### config.mk
export PLATFORM = sky130hd
export DESIGN_NAME = digital_tube_ctrl_gen
export DESIGN_NICKNAME = d
export VERILOG_FILES = /design/src/rtl/digital_tube_ctrl_gen.sv
export SDC_FILE = /design/constraint.sdc
export NUM_CORES = 1
export LEC_CHECK = 0
export CORE_ASPECT_RATIO = 0.5
export CORE_UTILIZATION = 51
export CTS_BUF_LIST = sky130_fd_sc_hd__clkbuf_4 sky130_fd_sc_hd__clkbuf_8 sky130_fd_sc_hd__clkbuf_16
export CTS_CLUSTER_SIZE = 8
export DETAILED_ROUTE_END_ITERATION = 6
export PLACE_DENSITY = 0.73
export SLEW_MARGIN = 40
export SYNTH_ARGS = -nofsm -noshare
export SYNTH_HDL_FRONTEND = slang
export SYNTH_SLANG_ARGS = --single-unit
### constraint.sdc
create_clock -name clk -period 2 [get_ports clk]
set_input_delay 0.3 -clock clk [delete_from_list [all_inputs] [get_ports clk]]
set_output_delay 0.3 -clock clk [all_outputs]
set_load 0.02 [all_outputs]
### src/rtl/digital_tube_ctrl_gen.sv
// Multi-digit common-anode 7-segment controller: BCD, hex or binary-to-decimal
// sources with blanking, blink, overflow dashes and display enable.

module digital_tube_lane (
  input  logic [3:0] nib,
  input  logic       hex_mode,
  input  logic       en,
  input  logic       dash,
  input  logic       hide,
  input  logic       lz_hit,
  output logic [6:0] seg
);
  localparam logic [6:0] BLANK = 7'b1111111;
  localparam logic [6:0] DASH  = 7'b0111111;

  logic [6:0] glyph;

  always_comb begin
    glyph = BLANK;
    case (nib)
      4'h0: glyph = 7'b1000000;
      4'h1: glyph = 7'b1111001;
      4'h2: glyph = 7'b0100100;
      4'h3: glyph = 7'b0110000;
      4'h4: glyph = 7'b0011001;
      4'h5: glyph = 7'b0010010;
      4'h6: glyph = 7'b0000010;
      4'h7: glyph = 7'b1111000;
      4'h8: glyph = 7'b0000000;
      4'h9: glyph = 7'b0011000;
      4'hA: glyph = 7'b0001000;
      4'hB: glyph = 7'b0000011;
      4'hC: glyph = 7'b1000110;
      4'hD: glyph = 7'b0100001;
      4'hE: glyph = 7'b0000110;
      4'hF: glyph = 7'b0001110;
      default: glyph = BLANK;
    endcase
    if (!hex_mode && nib > 4'd9) glyph = BLANK;
  end

  // Later assignments win: enable > overflow > blink > leading-zero > glyph.
  always_comb begin
    seg = glyph;
    if (lz_hit) seg = BLANK;
    if (hide)   seg = BLANK;
    if (dash)   seg = DASH;
    if (!en)    seg = BLANK;
  end
endmodule

module digital_tube_ctrl_gen #(
  parameter int DIGITS     = 6,
  parameter int BIN_W      = 20,
  parameter int BLINK_HALF = 25000000
) (
  input  logic                  clk,
  input  logic                  rst_n,
  input  logic                  display_enable,
  input  logic                  load,
  input  logic [1:0]            mode,
  input  logic [4*DIGITS-1:0]   display_num,
  input  logic [BIN_W-1:0]      bin_num,
  input  logic                  lz_blank,
  input  logic [DIGITS-1:0]     blink_mask,
  output logic                  busy,
  output logic                  ovf,
  output logic [7*DIGITS-1:0]   hex_out
);
  localparam int NW = 4*DIGITS;
  localparam int CW = $clog2(BIN_W+1);
  localparam int BW = $clog2(BLINK_HALF);

  function automatic logic [63:0] pow10(input int n);
    logic [63:0] r;
    r = 64'd1;
    for (int i = 0; i < n; i++) r = r * 64'd10;
    return r;
  endfunction

  localparam logic [63:0] LIMIT = pow10(DIGITS);

  logic [NW-1:0]     store;
  logic              hex_q;
  logic [BIN_W-1:0]  shreg;
  logic [NW-1:0]     acc, adj, acc_next;
  logic [CW-1:0]     cnt;
  logic [BW-1:0]     bcnt;
  logic              phase;
  logic              accept;
  logic              lz_run;
  logic [DIGITS-1:0] lz_hit;
  logic [7*DIGITS-1:0] seg_next;

  assign accept = load && !busy;

  // One double-dabble step: add 3 to nibbles >= 5, then shift in next MSB.
  always_comb begin
    adj = acc;
    for (int i = 0; i < DIGITS; i++)
      if (acc[4*i+:4] >= 4'd5) adj[4*i+:4] = acc[4*i+:4] + 4'd3;
    acc_next = {adj[NW-2:0], shreg[BIN_W-1]};
  end

  always_ff @(posedge clk or negedge rst_n) begin
    if (!rst_n) begin
      store <= '0;
      hex_q <= 1'b0;
      busy  <= 1'b0;
      ovf   <= 1'b0;
      shreg <= '0;
      acc   <= '0;
      cnt   <= '0;
    end else if (accept) begin
      if (mode == 2'b10) begin
        busy  <= 1'b1;
        shreg <= bin_num;
        acc   <= '0;
        cnt   <= '0;
        ovf   <= 64'(bin_num) >= LIMIT;
      end else begin
        store <= display_num;
        hex_q <= (mode == 2'b01);
        ovf   <= 1'b0;
      end
    end else if (busy) begin
      acc   <= acc_next;
      shreg <= shreg << 1;
      cnt   <= cnt + CW'(1);
      if (cnt == CW'(BIN_W-1)) begin
        store <= acc_next;
        hex_q <= 1'b0;
        busy  <= 1'b0;
      end
    end
  end

  always_ff @(posedge clk or negedge rst_n) begin
    if (!rst_n) begin
      bcnt  <= '0;
      phase <= 1'b0;
    end else if (bcnt == BW'(BLINK_HALF-1)) begin
      bcnt  <= '0;
      phase <= ~phase;
    end else begin
      bcnt  <= bcnt + BW'(1);
    end
  end

  // Digit i is a leading zero when it and every digit above it are zero.
  always_comb begin
    lz_run = 1'b1;
    lz_hit = '0;
    for (int i = DIGITS-1; i >= 0; i--) begin
      lz_run    = lz_run && (store[4*i+:4] == 4'd0);
      lz_hit[i] = lz_run && (i != 0) && lz_blank && !hex_q;
    end
  end

  for (genvar g = 0; g < DIGITS; g++) begin : g_lane
    digital_tube_lane u_lane (
      .nib      (store[4*g+:4]),
      .hex_mode (hex_q),
      .en       (display_enable),
      .dash     (ovf),
      .hide     (phase && blink_mask[g]),
      .lz_hit   (lz_hit[g]),
      .seg      (seg_next[7*g+:7])
    );
  end

  always_ff @(posedge clk or negedge rst_n) begin
    if (!rst_n) hex_out <= {DIGITS{7'b1000000}};
    else        hex_out <= seg_next;
  end
endmodule

; Yosys cells after proc, flatten, opt, wreduce, memory -nomap -nowiden
; Memory sizes are Yosys's and may differ from the RTL's.
; Cells that the tools add are included.
[op_classes]
addsub = 8
multipliers = 0
n_div = 0
order_cmp = 13
eq_ne = 6
shifts = 0
muxes = 58
bitwise = 1
n_reduce_logical = 38
[op_table]
columns = op, count
row1 = 7-bit 2-to-1 mux, 29
row2 = 24-bit 2-to-1 mux, 7
row3 = 20-bit 2-to-1 mux, 3
row4 = 1-bit logical AND, 27
row5 = 25-bit by 1-bit adder with 25-bit output (second input constant), 1
row6 = 25-bit == test (second input constant), 1
row7 = 25-bit 2-to-1 mux, 1
row8 = 4-bit by 3-bit greater-or-equal comparator with 1-bit output (second input constant), 6
row9 = 4-bit > comparator (second input constant), 6
row10 = 4-bit by 2-bit adder with 4-bit output (second input constant), 5
row11 = 20-bit greater-or-equal comparator (second input constant), 1
row12 = 4-bit zero test, 5
row13 = 4-bit 2-to-1 mux, 5
row14 = 5-bit 2-to-1 mux, 3
row15 = 1-bit 2-to-1 mux, 9
row16 = 5-bit by 1-bit adder with 5-bit output (second input constant), 1
row17 = 5-bit == test (second input constant), 1
row18 = 2-bit nonzero test, 2
row19 = 3-bit by 2-bit adder with 3-bit output (second input constant), 1
row20 = 3-bit 2-to-1 mux, 1
row21 = 3-bit AND reduction, 1
row22 = 2-bit by 1-bit == test with 1-bit output (second input constant), 1
row23 = 2-bit == test (second input constant), 1
row24 = 1-bit zero test, 2
row25 = other kinds (4), 4
[word_totals]
register_bits = 144
latchBits = 0
ramBits = 0
romBits = 672
inputBits = 57
output_inout_bits = 44
word_cells = 140
mem_count = 6
[memory_table]
columns = memory, words, width, read_ports, rd_clocked_by_memory_dff, write_ports, line_no
row1 = (name not given), 16, 7, 1, 0, 0, 20  ; case (nib)
row2 = (name not given), 16, 7, 1, 0, 0, 20
row3 = (name not given), 16, 7, 1, 0, 0, 20
row4 = (name not given), 16, 7, 1, 0, 0, 20
row5 = (name not given), 16, 7, 1, 0, 0, 20
row6 = (name not given), 16, 7, 1, 0, 0, 20

; Depth between registers and ports, before layout
[logic_depth]
depth_word = 11
ltp_mapped = 6
ltp_nobuf = 6

; Cells and area by module
; From an unflattened synthesis, not the netlist that was laid out.
[unflattened]
cells_unflattened = 842
area_unflattened_um2 = 8284.2
[modules_own_cells]
columns = module, n_inst, cells_per_inst, area_each_um2, seq_area_each_um2
row1 = digital_tube_ctrl_gen, 1, 584, 6182.2, 3611.0
row2 = digital_tube_lane, 6, 43, 350.3, 0.0

; Least setup slack after synthesis
; OpenSTA, ideal clock, no wires.
[synth_timing]
kind = register -> register
from = register store[20]
to = register hex_out[35]
setup_ns = 0.196
arrival_ns = 1.934
t_required_ns = 1.804
setup_slack_ns = -0.130
path_stages_with_launch = 7
n_path_buf = 0
period_less_slack_ns = 2.130
path_cell_list = dfrtp_1 -> inv_1 -> ha_1 -> nor2_1 -> o211a_1 -> a2111oi_0 -> o311ai_0
[synth_between]
elab_chain_cells = 7
elab_cells_between_ends = 11
cone_classes = 1 x order compare / 5 x mux / 4 x reduce/logical / 1 x memory
[synth_lines]
columns = element, line_no
row1 = from (decl), 83  ; logic [NW-1:0] store;
row2 = from (signal assigned), 122  ; store <= display_num;
row3 = from (signal assigned), 131  ; store <= acc_next;
row4 = 4-bit > comparator / 4-bit zero test (equally long branches), "39, 155"
row5 = "1-bit logical AND, on equally long branches", "39, 156"
row6 = 7-bit 2-to-1 mux / 1-bit logical AND (equally long branches), "39, 156"
row7 = 7-bit 2-to-1 mux *, 45  ; if (lz_hit) seg = BLANK;
row8 = 7-bit 2-to-1 mux *, 46  ; if (hide) seg = BLANK;
row9 = 7-bit 2-to-1 mux *, 47  ; if (dash) seg = DASH;
row10 = 7-bit 2-to-1 mux *, 48  ; if (!en) seg = BLANK;
row11 = net g_lane[5].u_lane.seg[0], 11  ; output logic [6:0] seg
row12 = to (signal assigned), 173  ; if (!rst_n) hex_out <= {DIGITS{7'b1000000}};
row13 = to (signal assigned), 174  ; else hex_out <= seg_next;
row14 = to (decl), 68  ; output logic [7*DIGITS-1:0] hex_out
; The timed path passes the listed nets; every way through them passes the cells marked *.
; A chain may end at the register's enable or synchronous reset.

; Worst setup path in the final report
[layout_timing]
from = register ovf
to = output ovf
[layout_lines]
columns = element, line_no
row1 = from (decl), 67  ; output logic ovf,
row2 = from (signal assigned), 110  ; ovf <= 1'b0;
row3 = from (signal assigned), 120  ; ovf <= 64'(bin_num) >= LIMIT;
row4 = from (signal assigned), 124  ; ovf <= 1'b0;
; No word-level cell between the ends.

==> impl_metrics.py <==
metrics = {
    "run_status": {
        "status": "finished clean",
    },
    "drt": {
        "vias": 7034,
        "ant_nets": 0,
        "wirelength_mm": 20.81,
        "routedWlPerCell_um": 17.50,
        "first_pass_iters": 5,
        "drt_iter0_drc": 453,
        "via_per_inst": 5.916,
        "drc_errors": 0,
    },
    "clocking": {
        "clkSlewWorstSetupHoldPaths_ns": 0.06,
        "cts.htree.levels": 4,
        "clock_latency_ns": 0.42,
        "cts_tree": "built",
        "clockRootBuffer": "clkbuf_16",
        "numCtsBuffers": 17,
        "clock-sinks": 144,
        "ctsLongestPathBuffers": 2,
    },
    "floorplan": {
        "pin_count": 101,
        "initial_core_util_pct": 53.70,
        "core_sq_um": 14860,
        "die-width_um": 178.9,
        "die-area_sq_um": 16180,
        "rows": 31,
        "die_h_um": 90.44,
    },
    "timing": {
        "drv_slew": 0,
        "slew_headroom_pct": 63.24,
        "finalSetupTns_ns": 0,
        "hold_viol": 0,
        "holdWs_ns": 0.4227,
        "worstMarginPinSlew_ns": 0.5514,
        "rsz0062_at_grt": "yes",
        "min_period_ns": 1.960,
        "clock_skew_ns": 0.01025,
        "fin_ws_ns": 0.04050,
        "fin_crit_sh_pct": 97.98,
        "fmax_mhz": 510.3,
        "setup_viol": 0,
    },
    "setup_path": {
        "timing.rr.start": "store[20]",
        "path_class": "flip-flop to output pin",
        "rr_endpoint": "hex_out[12]",
        "ff2ff_setup_slack_ns": 0.06,
        "arrival_ns": 1.66,
        "cp_max_fo": 4,
        "r2r_cells": 7,
        "cp-end-kind": "output pin",
        "worstSetupStartpointType": "flip-flop",
        "required_ns": 1.70,
    },
    "synthesis": {
        "yosys.area.top_type_share_pct": 43.29,
        "synth_area_sq_um": 7978,
        "syn_nets": 928,
        "seq_area_frac_synth_pct": 45.26,
        "synth_area_per_cell_sq_um": 9.612,
        "async_reset_ff_share_pct": 100.0,
        "yosys.area.top_type": "dfrtp_1",
        "ys_ff_latch": 144,
        "synth_cells": 830,
        "synth.top_cells.by_area": "dfrtp_1, ha_1, nand2_1",
        "synth-main-ff-cell": "dfrtp_1",
        "ys.warnings.count": 0,
        "synth-edff-count": 0,
        "yosysUniqueCellTypes": 64,
    },
    "pwr": {
        "ir_drop_uv": 846.9,
        "internal_power_uw": 9459,
        "clkPwrFrac_pct": 20.5,
        "p_sw_share_pct": 39.80,
        "p_sw_uw": 6255,
        "power_density_nw_per_um2": 1513,
        "p_comb_share_pct": 48.4,
        "seq_power_share_pct": 31.1,
        "power.leakage_uw": 0.004355,
    },
    "final_layout": {
        "multi_input_area_sq_um": 4134,
        "nets": 1076,
        "ff_latch_area_sq_um": 3612,
        "n_fill_cell": 1114,
        "area_growth_pct": 30.22,
        "diodes": 0,
        "final_layout_size_suffix_gt1_share_pct": 14.53,
        "layout.cells.non_filler": 1189,
    },
    "global_routing": {
        "use_met2_pct": 42.57,
        "grt_overflow": 0,
        "grt_pass1_vias": 6888,
        "grt.met1_usage_pct": 37.44,
        "grt_antenna_before_repair": 0,
        "grt_use_met3_pct": 5.135,
        "grt_first_pass_wirelength_mm": 34.26,
        "grt_max_degree": 57,
        "grt.total_usage_pct": 26.97,
        "busiest_layer": "met2",
    },
    "place": {
        "placed_cells": 1154,
        "gp_congestion": 0.9064,
        "place.port_buffers": 100,
        "dp_slack_ns": -0.1054,
        "dpl.hpwl_mm": 14.88,
    },
    "worst_hold_path": {
        "worst_hold_path_type": "primary input to async pin",
    },
    "flow_run": {
        "cap_violations": 0,
    },
}
[placed cells by master (no fill, tap or decap), types with 5 or more instances in the layout]
| cell type | synthesis | layout |
|---|---|---|
| o31ai_1 | 6 | 6 |
| or3_1 | 8 | 8 |
| nand2_1 | 99 | 99 |
| dfrtp_1 | 138 | 137 |
| dfstp_2 | 6 | 6 |
| nor3b_1 | 11 | 11 |
| a22oi_1 | 9 | 9 |
| a32o_1 | 9 | 9 |
| a211o_1 | 5 | 5 |
| buf_4 | 0 | 65 |
| xor2_1 | 11 | 11 |
| nand2b_1 | 16 | 16 |
| o21ai_0 | 64 | 64 |
| clkdlybuf4s50_1 | 0 | 99 |
| inv_1 | 40 | 40 |
| nor3_1 | 10 | 9 |
| o211ai_1 | 17 | 17 |
| a21oi_1 | 33 | 32 |
| buf_12 | 0 | 7 |
| a31oi_1 | 11 | 11 |
| mux2_2 | 11 | 11 |
| mux2i_1 | 24 | 24 |
| ha_1 | 41 | 38 |
| nor2b_1 | 6 | 5 |
| nand3_1 | 25 | 25 |
| a21o_1 | 11 | 11 |
| clkbuf_16 | 0 | 17 |
| a211oi_1 | 19 | 18 |
| a2bb2oi_1 | 5 | 5 |
| and2_1 | 13 | 13 |
| nor4_1 | 7 | 6 |
| nor2_1 | 41 | 40 |
| o311ai_0 | 23 | 22 |
| o22ai_1 | 6 | 6 |
| xnor2_1 | 11 | 11 |
| nand4_1 | 8 | 8 |
| o21bai_1 | 5 | 5 |
[stage by stage]
stage / cell area, sq um / utilization (%) / power [uW]
final: 10390 / 69.93 / 15710
after global routing: 10390 / 69.93 / 16740
after CTS: 10340 / 69.60 / 15630
after detailed placement: 9697 / 65.27 / 12280
after global placement: 9697 / 65.27 / 12020
after floorplan: 7993 / - / 9404
[registers in the layout, indices dropped and copies added (netlist names)]
register,flops
hex_q,1
ovf,1
phase,1
acc,24
hex_out,42
store,24
bcnt,25
shreg,20
cnt,5
busy,1
[worst max-delay path, stage by stage, from the launching register on]
cell and delay, ns:
dfrtp_1 0.46, buf_4 0.19, clkdlybuf4s50_1 0.60
[how the worst max path moves through the flow]
| stage | from | end | slack, ns | cells after the start |
|---|---|---|---|---|
| after global placement | store[1] | hex_out[3] | -0.07 | 6 |
| final | ovf | ovf | 0.04 | 2 |
| after global routing | store[21] | hex_out[7] | -0.02 | 7 |
| after CTS | store[16] | hex_out[26] | 0.03 | 8 |
| after floorplan | store[8] | hex_out[11] | 0.01 | 6 |
| after detailed placement | store[9] | hex_out[19] | -0.11 | 7 |
[power by group through the flow]
| stage | clock network (uW) | logic, uW | registers, uW |
|---|---|---|---|
| 2_1_floorplan | 0 | 4300 | 5100 |
| 3_3_place_gp | 0 | 7160 | 4860 |
| 3_5_place_dp | 0 | 7380 | 4890 |
| 4_1_cts | 3270 | 7510 | 4850 |
| 5_1_grt | 3380 | 8330 | 5030 |
| 6_report | 3220 | 7610 | 4880 |
[cells by family after synthesis]
kind of cell               after synthesis  synth area share (%)
adders and majority gates               41                 6.430
AOI/OAI and AO/OA                      237                 20.12
DFF                                    144                 45.26
muxes                                   35                 4.564
xor gates and xnor gates                22                 2.415
buffers and inverters                   84                 4.109
and+or+nand+nor                        267                 17.10
[synthesized netlist by cell type, types with 3 or more instances]
library cell,n
a21oi_1,33
nand2_1,99
a31oi_1,11
nand3_1,25
or3_1,8
and2_1,13
a211o_1,5
nor3_1,10
ha_1,41
nand2b_1,16
xnor2_1,11
dfstp_2,6
buf_2,3
xor2_1,11
a211oi_1,19
a22oi_1,9
nor2b_1,6
o211ai_1,17
mux2i_1,24
inv_1,40
o311ai_0,23
o21ai_0,64
o21bai_1,5
a22o_1,3
nand4_1,8
or4_1,4
mux2_2,11
nor3b_1,11
nor2_1,41
o31ai_1,6
a21o_1,11
a32o_1,9
o22ai_1,6
a2bb2oi_1,5
nor4_1,7
dfrtp_1,138
clkbuf_1,37
[final cells by class]
type	count	area share [%]
well taps	198	2.385
clock buffers	21	4.565
repair buffers	173	15.79
flip-flops and latches	144	34.77
inverters	40	1.445
multi-input cells	602	39.79
clock inverters	11	1.253
[per-layer routing]
layer / routed length, um / up-vias
met5: 0 / -
met4: 343 / 0
met3: 1353 / 35
met2: 9711 / 264
met1: 9396 / 3403
li1: - / 3332
[timing repair]
action | CTS | global route
hold buffers | 1 | 0
setup buffers | 2 | 0
pin swaps | 1 | 2
gates resized for setup | 5 | 11
hold endpoints to repair | 48 | 0
setup endpoints to repair | 12 | 21
Note: power is estimated with default switching activity, not from simulation.
